[src/rtl/hyperram_cmd_sequencer_if.sv]
// Host-side request and data port of hyperram_cmd_sequencer.
// master = system bus adapter, slave = sequencer.
interface hyperram_cmd_sequencer_if #(
    parameter int W_ADDR     = 32,
    parameter int W_BURSTLEN = 5
);
    logic                  req_vld;
    logic                  req_rdy;
    logic                  req_write;
    logic [W_ADDR-1:0]     req_addr;
    logic [W_BURSTLEN-1:0] req_len;
    logic                  req_done;
    logic                  req_err;
    logic [7:0]            host_wdata;
    logic                  host_wdata_rdy;
    logic [7:0]            host_rdata;
    logic                  host_rdata_vld;

    modport master (
        output req_vld, req_write, req_addr, req_len, host_wdata,
        input  req_rdy, req_done, req_err, host_wdata_rdy, host_rdata, host_rdata_vld
    );

    modport slave (
        input  req_vld, req_write, req_addr, req_len, host_wdata,
        output req_rdy, req_done, req_err, host_wdata_rdy, host_rdata, host_rdata_vld
    );
endinterface

[src/rtl/hyperram_cmd_sequencer.sv]
// Issues one HyperBus burst per host request, then counts data beats to completion.
// Optional power-up CR0 write is enabled by defining HYPERRAM_INIT_CR0_EN.
module hyperram_cmd_sequencer #(
    parameter int          W_BURSTLEN = 5,
    parameter int          W_ADDR     = 32,
    parameter logic [15:0] CR0_VALUE  = 16'h8f1f
) (
    input  logic                  clk,
    input  logic                  rst_n,
    hyperram_cmd_sequencer_if.slave host,
    input  logic [3:0]            cfg_latency_i,
    input  logic [3:0]            cfg_recovery_i,
    input  logic [1:0]            cfg_shmoo_i,
    output logic [47:0]           cmd_addr_o,
    output logic                  start_reg_o,
    output logic                  start_data_o,
    input  logic                  start_rdy_i,
    output logic [W_BURSTLEN-1:0] burst_len_o,
    output logic [3:0]            latency_o,
    output logic [3:0]            recovery_o,
    output logic [1:0]            capture_shmoo_o,
    output logic [7:0]            wdata_o,
    input  logic                  wdata_rdy_i,
    input  logic [7:0]            rdata_i,
    input  logic                  rdata_vld_i,
    output logic                  init_done_o
);

    typedef enum logic [2:0] {
        ST_INIT_ISSUE,
        ST_INIT_XFER,
        ST_IDLE,
        ST_ISSUE,
        ST_XFER,
        ST_DONE
    } state_t;

`ifdef HYPERRAM_INIT_CR0_EN
    localparam state_t               RESET_STATE = ST_INIT_ISSUE;
    localparam logic [47:0]          INIT_CA     = 48'h6000_0100_0000;
    localparam logic [W_BURSTLEN:0]  BEAT_TWO    = (W_BURSTLEN+1)'(2);
`else
    localparam state_t               RESET_STATE = ST_IDLE;
`endif
    localparam logic [W_BURSTLEN:0]  BEAT_ONE    = (W_BURSTLEN+1)'(1);

    state_t                state_q, state_d;
    logic [47:0]           cmd_addr_q, cmd_addr_d;
    logic                  start_data_q, start_data_d;
    logic                  start_reg_q, start_reg_d;
    logic [W_BURSTLEN-1:0] burst_len_q, burst_len_d;
    logic [W_BURSTLEN:0]   beats_q, beats_d;
    logic                  wr_q, wr_d;
    logic                  err_q, err_d;
    logic                  init_done_q, init_done_d;

    logic [31:0]           addr_ext;
    logic                  accept;
    logic                  beat;
    logic                  in_init;

    assign addr_ext = 32'(host.req_addr);
    assign accept   = (state_q == ST_IDLE) && init_done_q && host.req_vld;
    assign beat     = wr_q ? wdata_rdy_i : rdata_vld_i;
    assign in_init  = (state_q == ST_INIT_ISSUE) || (state_q == ST_INIT_XFER);

    always_ff @(posedge clk or negedge rst_n) begin
        if (!rst_n) begin
            state_q      <= RESET_STATE;
            cmd_addr_q   <= '0;
            start_data_q <= 1'b0;
            start_reg_q  <= 1'b0;
            burst_len_q  <= '0;
            beats_q      <= '0;
            wr_q         <= 1'b0;
            err_q        <= 1'b0;
            init_done_q  <= 1'b0;
        end else begin
            state_q      <= state_d;
            cmd_addr_q   <= cmd_addr_d;
            start_data_q <= start_data_d;
            start_reg_q  <= start_reg_d;
            burst_len_q  <= burst_len_d;
            beats_q      <= beats_d;
            wr_q         <= wr_d;
            err_q        <= err_d;
            init_done_q  <= init_done_d;
        end
    end

    always_comb begin
        state_d      = state_q;
        cmd_addr_d   = cmd_addr_q;
        start_data_d = start_data_q;
        start_reg_d  = start_reg_q;
        burst_len_d  = burst_len_q;
        beats_d      = beats_q;
        wr_d         = wr_q;
        err_d        = err_q;
`ifdef HYPERRAM_INIT_CR0_EN
        init_done_d  = init_done_q;
`else
        init_done_d  = 1'b1;
`endif
        case (state_q)
`ifdef HYPERRAM_INIT_CR0_EN
            ST_INIT_ISSUE: begin
                cmd_addr_d  = INIT_CA;
                burst_len_d = W_BURSTLEN'(1);
                if (start_reg_q && start_rdy_i) begin
                    start_reg_d = 1'b0;
                    beats_d     = BEAT_TWO;
                    state_d     = ST_INIT_XFER;
                end else begin
                    start_reg_d = 1'b1;
                end
            end
            ST_INIT_XFER: begin
                if (wdata_rdy_i) begin
                    beats_d = beats_q - BEAT_ONE;
                    if (beats_q == BEAT_ONE) begin
                        init_done_d = 1'b1;
                        state_d     = ST_IDLE;
                    end
                end
            end
`endif
            ST_IDLE: begin
                if (accept) begin
                    wr_d  = host.req_write;
                    err_d = (host.req_len == '0);
                    if (host.req_len == '0) begin
                        state_d = ST_DONE;
                    end else begin
                        // Memory space, linear burst; the PHY sees this CA until the handshake.
                        cmd_addr_d   = {~host.req_write, 1'b0, 1'b1, addr_ext[31:3],
                                        13'h0, addr_ext[2:0]};
                        burst_len_d  = host.req_len;
                        start_data_d = 1'b1;
                        state_d      = ST_ISSUE;
                    end
                end
            end
            ST_ISSUE: begin
                if (start_data_q && start_rdy_i) begin
                    start_data_d = 1'b0;
                    beats_d      = {burst_len_q, 1'b0};
                    state_d      = ST_XFER;
                end
            end
            ST_XFER: begin
                if (beat) begin
                    beats_d = beats_q - BEAT_ONE;
                    if (beats_q == BEAT_ONE) begin
                        state_d = ST_DONE;
                    end
                end
            end
            ST_DONE: begin
                state_d = ST_IDLE;
            end
            default: begin
                state_d = RESET_STATE;
            end
        endcase
    end

    assign host.req_rdy        = (state_q == ST_IDLE) && init_done_q;
    assign host.req_done       = (state_q == ST_DONE);
    assign host.req_err        = (state_q == ST_DONE) && err_q;
    assign host.host_wdata_rdy = (state_q == ST_XFER) && wr_q && wdata_rdy_i;
    assign host.host_rdata     = rdata_i;
    assign host.host_rdata_vld = (state_q == ST_XFER) && !wr_q && rdata_vld_i;

    assign cmd_addr_o      = cmd_addr_q;
    assign start_reg_o     = start_reg_q;
    assign start_data_o    = start_data_q;
    assign burst_len_o     = burst_len_q;
    assign init_done_o     = init_done_q;
    // CR0 goes out high byte first: two beats remaining selects [15:8].
    assign wdata_o         = (state_q == ST_INIT_XFER)
                             ? (beats_q[1] ? CR0_VALUE[15:8] : CR0_VALUE[7:0])
                             : host.host_wdata;
    assign latency_o       = in_init ? 4'h0 : cfg_latency_i;
    assign recovery_o      = cfg_recovery_i;
    assign capture_shmoo_o = cfg_shmoo_i;

endmodule

[src/flat_wrapper.sv]
// flat-port wrapper written by rule: the top's interface ports become plain ports
module hyperram_cmd_sequencer_flat 
#(
    parameter int          W_BURSTLEN = 5,
    parameter int          W_ADDR     = 32,
    parameter logic [15:0] CR0_VALUE  = 16'h8f1f
)
  (clk, rst_n, cfg_latency_i, cfg_recovery_i, cfg_shmoo_i, cmd_addr_o, start_reg_o, start_data_o, start_rdy_i, burst_len_o, latency_o, recovery_o, capture_shmoo_o, wdata_o, wdata_rdy_i, rdata_i, rdata_vld_i, init_done_o, host_req_vld, host_req_write, host_req_addr, host_req_len, host_host_wdata, host_req_rdy, host_req_done, host_req_err, host_host_wdata_rdy, host_host_rdata, host_host_rdata_vld);
  hyperram_cmd_sequencer_if #(.W_ADDR(W_ADDR), .W_BURSTLEN(W_BURSTLEN)) host_i ();
  input  logic clk;
  input  logic rst_n;
  input  logic [3:0] cfg_latency_i;
  input  logic [3:0] cfg_recovery_i;
  input  logic [1:0] cfg_shmoo_i;
  output logic [47:0] cmd_addr_o;
  output logic start_reg_o;
  output logic start_data_o;
  input  logic start_rdy_i;
  output logic [W_BURSTLEN-1:0] burst_len_o;
  output logic [3:0] latency_o;
  output logic [3:0] recovery_o;
  output logic [1:0] capture_shmoo_o;
  output logic [7:0] wdata_o;
  input  logic wdata_rdy_i;
  input  logic [7:0] rdata_i;
  input  logic rdata_vld_i;
  output logic init_done_o;
  input wire logic [$bits(host_i.req_vld)-1:0] host_req_vld;
  input wire logic [$bits(host_i.req_write)-1:0] host_req_write;
  input wire logic [$bits(host_i.req_addr)-1:0] host_req_addr;
  input wire logic [$bits(host_i.req_len)-1:0] host_req_len;
  input wire logic [$bits(host_i.host_wdata)-1:0] host_host_wdata;
  output wire logic [$bits(host_i.req_rdy)-1:0] host_req_rdy;
  output wire logic [$bits(host_i.req_done)-1:0] host_req_done;
  output wire logic [$bits(host_i.req_err)-1:0] host_req_err;
  output wire logic [$bits(host_i.host_wdata_rdy)-1:0] host_host_wdata_rdy;
  output wire logic [$bits(host_i.host_rdata)-1:0] host_host_rdata;
  output wire logic [$bits(host_i.host_rdata_vld)-1:0] host_host_rdata_vld;
  assign host_i.req_vld = host_req_vld;
  assign host_i.req_write = host_req_write;
  assign host_i.req_addr = host_req_addr;
  assign host_i.req_len = host_req_len;
  assign host_i.host_wdata = host_host_wdata;
  assign host_req_rdy = host_i.req_rdy;
  assign host_req_done = host_i.req_done;
  assign host_req_err = host_i.req_err;
  assign host_host_wdata_rdy = host_i.host_wdata_rdy;
  assign host_host_rdata = host_i.host_rdata;
  assign host_host_rdata_vld = host_i.host_rdata_vld;
  hyperram_cmd_sequencer #(.W_BURSTLEN(W_BURSTLEN), .W_ADDR(W_ADDR), .CR0_VALUE(CR0_VALUE)) u_core (.clk(clk), .rst_n(rst_n), .host(host_i), .cfg_latency_i(cfg_latency_i), .cfg_recovery_i(cfg_recovery_i), .cfg_shmoo_i(cfg_shmoo_i), .cmd_addr_o(cmd_addr_o), .start_reg_o(start_reg_o), .start_data_o(start_data_o), .start_rdy_i(start_rdy_i), .burst_len_o(burst_len_o), .latency_o(latency_o), .recovery_o(recovery_o), .capture_shmoo_o(capture_shmoo_o), .wdata_o(wdata_o), .wdata_rdy_i(wdata_rdy_i), .rdata_i(rdata_i), .rdata_vld_i(rdata_vld_i), .init_done_o(init_done_o));
endmodule
[config.mk]
export PLATFORM = sky130hd
export DESIGN_NAME = hyperram_cmd_sequencer_flat
export DESIGN_NICKNAME = d
export VERILOG_FILES = /design/src/rtl/hyperram_cmd_sequencer_if.sv /design/src/rtl/hyperram_cmd_sequencer.sv /design/src/flat_wrapper.sv
export SDC_FILE = /design/constraint.sdc
export NUM_CORES = 1
export LEC_CHECK = 0
export ABC_AREA = 1
export BUFFER_PORTS_ARGS = -buffer_cell sky130_fd_sc_hd__buf_2
export CORE_MARGIN = 10
export CORE_UTILIZATION = 41
export CTS_BUF_LIST = sky130_fd_sc_hd__clkbuf_8
export DETAILED_ROUTE_END_ITERATION = 10
export PLACE_DENSITY_LB_ADDON = 0.3
export SETUP_SLACK_MARGIN = 0.15
export SLEW_MARGIN = 20
export SYNTH_ARGS = -nofsm -noshare
export SYNTH_HDL_FRONTEND = slang
export SYNTH_SLANG_ARGS = --single-unit
[constraint.sdc]
create_clock -name clk -period 1.35 [get_ports clk]
set_input_delay 0.27 -clock clk [delete_from_list [all_inputs] [get_ports clk]]
set_output_delay 0.27 -clock clk [all_outputs]
set_load 0.005 [all_outputs]
; ---- Yosys cells after proc, flatten, opt, wreduce, memory -nomap -nowiden
; Index checks and enable logic that the tools add are counted.
[classes]
n_eq_ne = 11
n_shift = 0
div_mod_pow = 0
order_cmp = 0
reduce_logical = 19
bitwise = 2
n_mux = 17
multipliers = 0
n_addsub = 1
[op_table]
columns = operator, count
row1 = $mux 8, 2
row2 = $mux 3, 5
row3 = $mux 6, 2
row4 = $pmux 6 s2, 1
row5 = $pmux 3 s3, 1
row6 = $logic_and 1x1->1, 8
row7 = $ne 2x1->1 const B, 4
row8 = $reduce_and 4->1, 2
row9 = $eq 3x2->1 const B, 2
row10 = $eq 3x3->1 const B, 2
row11 = $eq 6x1->1 const B, 1
row12 = $reduce_and 3->1, 2
row13 = $sub 6x1->6 const B, 1
row14 = $logic_not 5->1, 1
row15 = $mux 1, 4
row16 = $mux 4, 1
row17 = $reduce_bool 2->1, 2
row18 = $eq 3x1->1 const B, 1
row19 = $logic_not 3->1, 1
row20 = $ne 2x2->1 const B, 1
row21 = $not 1->1, 2
row22 = $pmux 1 s2, 1
row23 = $reduce_and 2->1, 1
row24 = $logic_not 1->1, 1
row25 = $logic_or 1x1->1, 1
[totals]
word_cells = 58
latch_bits = 0
rom_bits = 0
out_inout_bits = 87
regBits = 52
memories = 0
mem_bits_rw = 0

; ---- Depth between registers and ports, before layout
[logic_depth]
depth_word = 5
ltp_mapped = 10
ltp_nobuf = 8

; ---- Least setup slack after synthesis
; OpenSTA, ideal clock, no wires.
[synth_path]
path_kind = register to register
startpoint = register u_core.state_q[1]
endpoint = register u_core.burst_len_q[3], in the netlist u_core.burst_len_o[3]
path_buffers = 2
stages_incl_launch_ff = 8
slack_ps = -59
synth_period_minus_slack_ps = 1409
arrival_time_ps = 1288
required_time_ps = 1229
cell_sequence = dfstp_2 > buf_4 > nand3_2 > nor2_4 > nand3_4 > buf_2 > nand2_1 > o21ai_1
[synth_between]
elab_chain_cells = 4
[synth_rtl]
columns = element, line_no
row1 = "start, declared", hyperram_cmd_sequencer.sv:47  ; state_t state_q, state_d;
row2 = "start signal, assigned", hyperram_cmd_sequencer.sv:79  ; state_q <= state_d;
row3 = $eq 3x2->1, n/a
row4 = $logic_and 1x1->1, n/a
row5 = net host_req_rdy, flat_wrapper.sv:33  ; output wire logic [$bits(host_i.req_rdy)-1:0] host_req_rdy;
row6 = $logic_and 1x1->1, hyperram_cmd_sequencer.sv:63  ; assign accept = (state_q == ST_IDLE) && init_done_q && host.req_vld;
row7 = $reduce_and 3->1 (no source line), n/a
row8 = "end signal, assigned", hyperram_cmd_sequencer.sv:83  ; burst_len_q <= burst_len_d;
row9 = "end, declared", hyperram_cmd_sequencer.sv:51  ; logic [W_BURSTLEN-1:0] burst_len_q, burst_len_d;
; The timed path passes the listed nets, and every way through them passes these cells.
; A chain may end at the register's enable or synchronous reset.

; ---- Worst setup path after layout
[layout_path]
startpoint = register u_core.state_q[1]
endpoint = output wdata_o[0]
[layout_between]
elab_chain_cells = 2
[layout_rtl]
columns = element, line_no
row1 = $eq 3x1->1, hyperram_cmd_sequencer.sv:181  ; assign wdata_o = (state_q == ST_INIT_XFER)
row2 = $mux 8, hyperram_cmd_sequencer.sv:182  ; ? (beats_q[1] ? CR0_VALUE[15:8] : CR0_VALUE[7:0])
row3 = "end, declared", flat_wrapper.sv:23  ; output logic [7:0] wdata_o;
; No other way between the ends.

==> impl_metrics.env <==
export IMPL_wl_per_cell_um=14.93
export IMPL_grt_pass1_wl_um=13500
export IMPL_die_h_um=101.1
export IMPL_hp_class="input pin to flip-flop"
export IMPL_cts_sink_count=52
export IMPL_critPathMaxStageDelay_ns=0.64
export IMPL_rsz0062_at_grt="yes"
export IMPL_synth_seq_cells=52
export IMPL_power_static_leakage_nw=2.437
export IMPL_end_kind="output port"
export IMPL_placement_rows=29
export IMPL_comb_power_share_pct=57.0
export IMPL_gr_usage_met1_pct=17.73
export IMPL_dp_cells=549
export IMPL_required_ns=1.08
export IMPL_violations="setup timing"
export IMPL_cpLargestDelayFamily="flip-flops"
export IMPL_synth_seq_area_share_pct=48.35
export IMPL_vias_per_cell=4.693
export IMPL_synth_cell_type_count=25
export IMPL_grt_use_met2_pct=26.66
export IMPL_diodes=0
export IMPL_grt_overflow=0
export IMPL_drc=0
export IMPL_finalHoldViolations=0
export IMPL_grt_pass1_vias=2882
export IMPL_drt_iter0_markers=71
export IMPL_setup_violations_final=68
export IMPL_switchingPower_mw=3.489
export IMPL_wl_um=8748
export IMPL_io_buffers=113
export IMPL_swShare_pct=40.99
export IMPL_cts_path_max_buffers=2
export IMPL_critPathMaxFanout=5
export IMPL_grt_usage_pct=15.95
export IMPL_detail_route_antenna_nets=0
export IMPL_syn_area_per_cell_um2=7.653
export IMPL_nets=581
export IMPL_peakVddDrop_mv=1.084
export IMPL_fillers=501
export IMPL_critPathArrivalTime_ns=1.47
export IMPL_p_seq_share_pct=33.1
export IMPL_drive_gt1_share_pct=56.78
export IMPL_tns_ns=-18.71
export IMPL_met3_usage_pct=6.241
export IMPL_multiInputGateArea_mm2=0.001435
export IMPL_fmax_mhz=573.3
export IMPL_skew_ns=0.01140
export IMPL_synth_area_mm2=0.002694
export IMPL_final_common_cell="buf_2"
export IMPL_power_density_mw_per_mm2=1958
export IMPL_final_seq_area_mm2=0.001304
export IMPL_ys_warnings_count=0
export IMPL_clockPowerShare_pct=9.9
export IMPL_final_cells=586
export IMPL_grt_max_degree=23
export IMPL_slew_violations=0
export IMPL_h_tree_depth=2
export IMPL_cpMaxStageDelayCell="dfstp_2"
export IMPL_max_cap_violations=0
export IMPL_globalplace_congestion=0.8212
export IMPL_grt_antenna_before_repair=0
export IMPL_crit_chain="nor3_4 -> buf_4 -> or2_4 -> buf_6"
export IMPL_cts_buffers=5
export IMPL_grt_busiest_layer="met2"
export IMPL_cts_root_buf="clkbuf_8"
export IMPL_insertion_delay_ns=0.29
export IMPL_dr_pass1_iters=4
export IMPL_die_w_um=101.1
export IMPL_syn_to_final_growth_pct=61.36
export IMPL_path_buf_inv=2
export IMPL_io_pins=157
export IMPL_tritoncts="done"
export IMPL_power_internal_mw=5.023
export IMPL_critPathKind="flip-flop to output port"
export IMPL_die_area_mm2=0.01021
export IMPL_start_util_pct=42.42
export IMPL_period_share_pct=129.2
export IMPL_fp_coreArea_mm2=0.006350
export IMPL_outcome="finished, violations left"
export IMPL_clkSlewWorstSetupHoldPaths_ns=0.10
export IMPL_layout_min_cycle_time_ns=1.744
export IMPL_vias=2750
export IMPL_whs_ns=0.1625
export IMPL_setup_ws_ns=-0.3942
export IMPL_final_cell_mix="buf_2 (108), nand2_1 (84), nand2_2 (54)"
export IMPL_place_hpwl_um=5883
export IMPL_synthCells=352
export IMPL_start_kind="flip-flop"
worst paths after layout:
path                                              startpoint                           endpoint  slack (ns)  cells past startpoint
max                            u_core.state_q[1]$_DFFE_PN1P_                         wdata_o[0]       -0.39                      4
min in group asynchronous                              rst_n  u_core.cmd_addr_o[40]$_DFFE_PN0P_        0.43                      2
min                                         host_req_addr[4]  u_core.cmd_addr_o[17]$_DFFE_PN0P_        0.16                      3
max in group asynchronous                              rst_n  u_core.cmd_addr_o[27]$_DFFE_PN0P_        0.46                      3
max reg2reg                    u_core.state_q[1]$_DFFE_PN1P_  u_core.cmd_addr_o[21]$_DFFE_PN0P_       -0.32                     10
min reg2reg                u_core.cmd_addr_o[17]$_DFFE_PN0P_  u_core.cmd_addr_o[17]$_DFFE_PN0P_        0.48                      2
kinds of logic after synthesis:
family	share of synthesized area, %
other cells	0.2788
fa+ha+maj	0.9288
compound gates	3.623
flops	48.35
buf+inv	15.23
simple gates	31.58
sequential cells by signal (all words and copies together), names as in the netlist:
| signal | cells |
|---|---|
| u_core.start_data_o | 1 |
| u_core.wr_q | 1 |
| u_core.err_q | 1 |
| u_core.init_done_o | 1 |
| u_core.burst_len_o | 5 |
| u_core.cmd_addr_o | 34 |
| u_core.beats_q | 6 |
| u_core.state_q | 3 |
power by group through the flow:
stage | Sequential (mW) | Combinational (mW) | Clock, mW
finish | 2.82 | 4.85 | 0.845
detailed placement | 2.74 | 3.36 | 0
global placement | 2.74 | 3.27 | 0
floorplan | 2.73 | 1.90 | 0
CTS | 2.78 | 4.38 | 0.871
global route | 2.90 | 5.36 | 0.926
cell type report:
cell class	instances	area share (%)
clock buffers	5	1.583
clock inverters	2	0.2879
inverters	33	3.138
multi-input cells	243	33.02
flip-flops and latches	52	29.99
well taps	77	2.216
repair buffers	174	29.76
routing by layer:
layer | part of all wire [%] | up-vias
met1 | 38 | 1275
met2 | 49 | 122
met3 | 9.9 | 24
met5 | 0 | -
met4 | 3.0 | 0
li1 | - | 1329
tightest hold or removal path, stage by stage:
cell and delay [ns]:
buf_2 0.08, nand2_2 0.04, nand2_1 0.04
per-stage QoR:
| stage | utilization [%] | instance area [um2] | setup slack (ns) | total power, mW |
|---|---|---|---|---|
| global route | 68.45 | 4347 | -0.4814 | 9.186 |
| detailed placement | 53.75 | 3413 | -0.1488 | 6.102 |
| CTS | 64.71 | 4109 | -0.3844 | 8.033 |
| global placement | 53.75 | 3413 | -0.1153 | 6.002 |
| finish | 68.45 | 4347 | -0.3942 | 8.512 |
| floorplan | - | 2789 | -0.03075 | 4.629 |
cell usage after synthesis:
library cell,count,area (um2)
o21ai_1,10,50.05
inv_4,1,6.260
dfrtp_1,51,1276
nor3_1,1,5.000
nor3_2,1,10.01
inv_2,4,15.01
nor2_1,30,112.6
or2_2,5,31.28
buf_4,30,225.2
nand3_4,1,17.52
o21ai_0,5,25.02
ha_1,2,25.02
nor4_1,1,6.260
conb_1,2,7.510
nand3_1,10,50.05
a21oi_1,3,15.01
nor2_4,1,11.26
buf_2,5,25.02
inv_1,28,105.1
dfstp_2,1,26.28
nand2_1,152,570.6
nand3_2,3,30.03
o21a_1,1,7.510
nand4_1,1,6.260
buf_6,3,33.78
what timing repair did:
action                                  in CTS  in global routing
endpoints found under the setup margin      68                 68
hold buffers                                 1                  0
gates resized for setup                    106                 54
pin swaps                                   31                 14
setup buffers                               18                  6
cloned                                       5                  0
hold endpoints to repair                    12                  0
Note: power is estimated with default switching activity, not from simulation.
